**src/rtl/bist_pkg.sv**
```systemverilog
// Shared types and constants for the BIST response end: FSM states, the
// all-ones seed shared with the LFSR pattern generator, and the default tap mask.
package bist_pkg;

  typedef enum logic [1:0] {
    IDLE    = 2'd0,
    RUN     = 2'd1,
    COMPARE = 2'd2,
    DONE    = 2'd3
  } bist_state_t;

  // Wide enough for any practical signature; users take the low SIG_W bits.
  localparam logic [63:0] SIG_SEED = '1;
  localparam logic [7:0]  POLY_DEF = 8'hB8;

endpackage

```
**src/rtl/bist_misr.sv**
```systemverilog
// Multiple-input signature register: shift left, feed back the XOR of the tapped
// bits into bit 0, and fold the response into the low IN_W bits.
module bist_misr
  import bist_pkg::*;
#(
  parameter int               IN_W  = 3,
  parameter int               SIG_W = 8,
  parameter logic [SIG_W-1:0] POLY  = SIG_W'(POLY_DEF)
) (
  input  logic             clk,
  input  logic             reset,
  input  logic             load,
  input  logic             en,
  input  logic [IN_W-1:0]  resp_data,
  output logic [SIG_W-1:0] sig
);

  logic             fb;
  logic [SIG_W-1:0] sig_next;

  always_comb begin
    fb       = ^(sig & POLY);
    sig_next = {sig[SIG_W-2:0], fb} ^ SIG_W'(resp_data);
  end

  always_ff @(posedge clk) begin
    if (reset || load) sig <= SIG_SEED[SIG_W-1:0];
    else if (en)       sig <= sig_next;
  end

endmodule

```
**config.mk**
```make
export PLATFORM = sky130hd
export DESIGN_NAME = bist_misr
export DESIGN_NICKNAME = d
export VERILOG_FILES = /design/src/rtl/bist_pkg.sv /design/src/rtl/bist_misr.sv
export SDC_FILE = /design/constraint.sdc
export NUM_CORES = 1
export LEC_CHECK = 0
export CAP_MARGIN = 20
export CORE_AREA = 3 3 40 42
export CTS_CLUSTER_DIAMETER = 100
export DETAILED_ROUTE_END_ITERATION = 8
export DIE_AREA = 0 0 43 45
export GPL_ROUTABILITY_DRIVEN = 0
export MAX_ROUTING_LAYER = met4
export SYNTH_ARGS = -nofsm -noshare
export SYNTH_HDL_FRONTEND = slang
export SYNTH_SLANG_ARGS = --single-unit
```
**constraint.sdc**
```tcl
create_clock -name clk -period 3 [get_ports clk]
set_input_delay 0.3 -clock clk [delete_from_list [all_inputs] [get_ports clk]]
set_output_delay 0.3 -clock clk [all_outputs]
set_load 0.01 [all_outputs]
```
==> qor.yml <==
outcome: "complete, no violations"
setup.worst_path.class: "reg2out"
most_used_dff_post_synth: "dfxtp_1"
r2r_end: "sig[0]$_SDFFE_PP1P_"
synthToLayoutAreaGrowth_pct: 37.2
post-route-period-util: 0.501
grt_pass1_vias: 247
min_path_cells: 2
synth.top_cells.by_count: "dfxtp_1, nand2_1, buf_4, mux2i_1, nor2_1"
path_cells: "clkdlybuf4s50_1"
drt.antenna.violating_nets: 0
maxCapViolCount: 0
worst_ir_drop_vdd_v: 0.000177
timing.critical_path.to_type: "output pin"
cp.arrival_ps: 1200
holdPathEnd: "sig[6]$_SDFFE_PP1P_"
synth_nets: 46
synth_top_area_cell: "dfxtp_1"
hold_buffers: 0
fin_setup_tns_ps: 0
clock_path_buffers: 2
dp_slack_ps: 1520
seq_area_frac_synth: 0.430
post_synth_num_cell_types: 12
max-slew-margin-rel: 0.680
max_reg_flops: 8
setup_slack_of_the_critical_path_after_layout_ps: 1500
ff_to_ff_start: "sig[7]$_SDFFE_PP1P_"
yosysMostFrequentCell: "dfxtp_1"
yosysWarnings: 0
drtPass1Iterations: 1
first_pass_grt_wire_length_mm: 1.09
regMostFlops: "sig"
final_design_area_no_fill_sq_um: 512
die_w_um: 43
std_cell_rows: 13
worst-r2r-cell-count: 3
setup-violations-final: 0
worst_path_dominant_cell_family: "buffers and inverters"
die-height_um: 45
post_cts.repair.setup_buffers: 0
timing.critical_path.buf_inv: 1
min_period_ps: 1500
count_of_instances_resized_after_the_clock_tree_is_built: 0
dpl-instance-area_sq_um: 489
drive_above_1_share: 0.0600
vias_per_cell: 3.88
number_of_antenna_violations_at_the_first_check_in_global_routing: 0
synthCells: 39
layout_top_registers: "sig x8"
htree_num_levels: 1
route.final.wire_length_um: 648
path_clk_slew_ps: 50
floorplan.initialDensity: 0.290
critical_path.max_fanout: 4
grt_setup_unrepaired: "false"
whs_ps: 502
synth.area.top_cells: "dfxtp_1, mux2i_1, buf_4"
synth_async_sr_flop_share: 0
clk_root_buffer_cell: "clkbuf_4"
ys_seq_elements: 8
yosys.area.top_type_share: 0.430
iter_0_drt_violations: 0
min-delay-start: "sig[6]$_SDFFE_PP1P_"
finalHoldViolCount: 0
cts.sink_count: 8
detail_route.drc_violations: 0
portBuffers: 14
coreArea_sq_um: 1280
cellLeakagePower_uw: 0.000222
slowest_delay_ps: 560
die_area_sq_um: 1940
timing_limited_maximum_frequency_mhz: 665
power_density_nw_per_um2: 414
synthesis.area_sq_um: 373
worst_skew_pair.late_latency_ps: 250
globalRoute.totalOverflow: 0
timing.critical_path.required_ps: 2700
worst_pin_slew_ps: 478
routedWlPerCell_um: 9.97
startpoint_type: "flip-flop"
layout.core_utilization: 0.398
hold_path.class: "reg2reg"
reg2reg_slack_ps: 1810
avg_synthesized_cell_area_sq_um: 9.56
fin_nets: 59
grt_max_degree: 9
boundaryPins: 15
synth_edf_count: 0
grt_use_total: 0.0826
cts_bufs_inserted: 3
critical_path.slowest_cell: "clkdlybuf4s50_1"
n_antenna_cell: 0
finClkSkew_ps: 0.232
cts_tree: "yes"
timing.final.max_slew_violations: 0
dr_total_vias: 252
[layout by cell type (no fill, tap or decap), drive strengths merged]
cell / count
clkdlybuf4s50: 14
dfxtp: 8
nand2: 6
nor2: 5
mux2i: 5
clkbuf: 3
xor2: 2
o21ai: 2
xnor2: 2
inv: 1
xnor3: 1
o211ai: 1
[through the flow]
stage | total power, uW | cells
after floorplan | 124 | 39
after global placement | 136 | 62
after detailed placement | 136 | 62
after CTS | 218 | 65
after global routing | 226 | 65
final | 212 | 65
[layer usage]
| layer | vias to the layer above | GRT usage | part of all wire |
|---|---|---|---|
| met5 | - | - | 0 |
| met1 | 98 | 0.112 | 0.51 |
| met4 | 0 | 0.0361 | 0 |
| met2 | 12 | 0.0868 | 0.37 |
| li1 | 142 | - | - |
| met3 | 0 | 0.0598 | 0.11 |
[power breakdown]
group          internal [uW]  switching [uW]  total [uW]
Sequential               108            1.55         110
Clock                   45.5            32.8        78.3
Combinational           14.5            9.22        23.7
Total                    168            43.6         212
[tightest hold or removal path: stages, from the launching register on]
cell,delay (ps)
dfxtp_1,340
mux2i_1,70
nand2_1,60
[how the worst max path moves through the flow]
stage	slack (ps)	cells after the start	endpoint	startpoint
floorplan	1840	3	sig[0]$_SDFFE_PP1P_	sig[7]$_SDFFE_PP1P_
CTS	1480	1	sig[3]	sig[3]$_SDFFE_PP1P_
global route	1440	1	sig[3]	sig[3]$_SDFFE_PP1P_
finish	1500	1	sig[3]	sig[3]$_SDFFE_PP1P_
global placement	1520	4	sig[2]$_SDFFE_PP1P_	en
detailed placement	1520	4	sig[1]$_SDFFE_PP1P_	en
[layout make-up]
cell class	instances	area (sq um)
clock buffer	3	22.5
fill	143	773
inverter	1	3.75
multi-input combinational	24	166
sequential	8	160
tap	15	18.8
timing repair buffer	14	140
[logic make-up after synthesis]
kind of cell / Yosys count / synth area share
AND/OR/NAND/NOR: 11 / 0.111
flip-flops: 8 / 0.430
buffers and inverters: 7 / 0.124
XOR/XNOR: 5 / 0.154
multiplexers: 5 / 0.134
AO/OA/AOI/OAI: 3 / 0.0470
No activity file was read; power rests on OpenSTA's default activity.
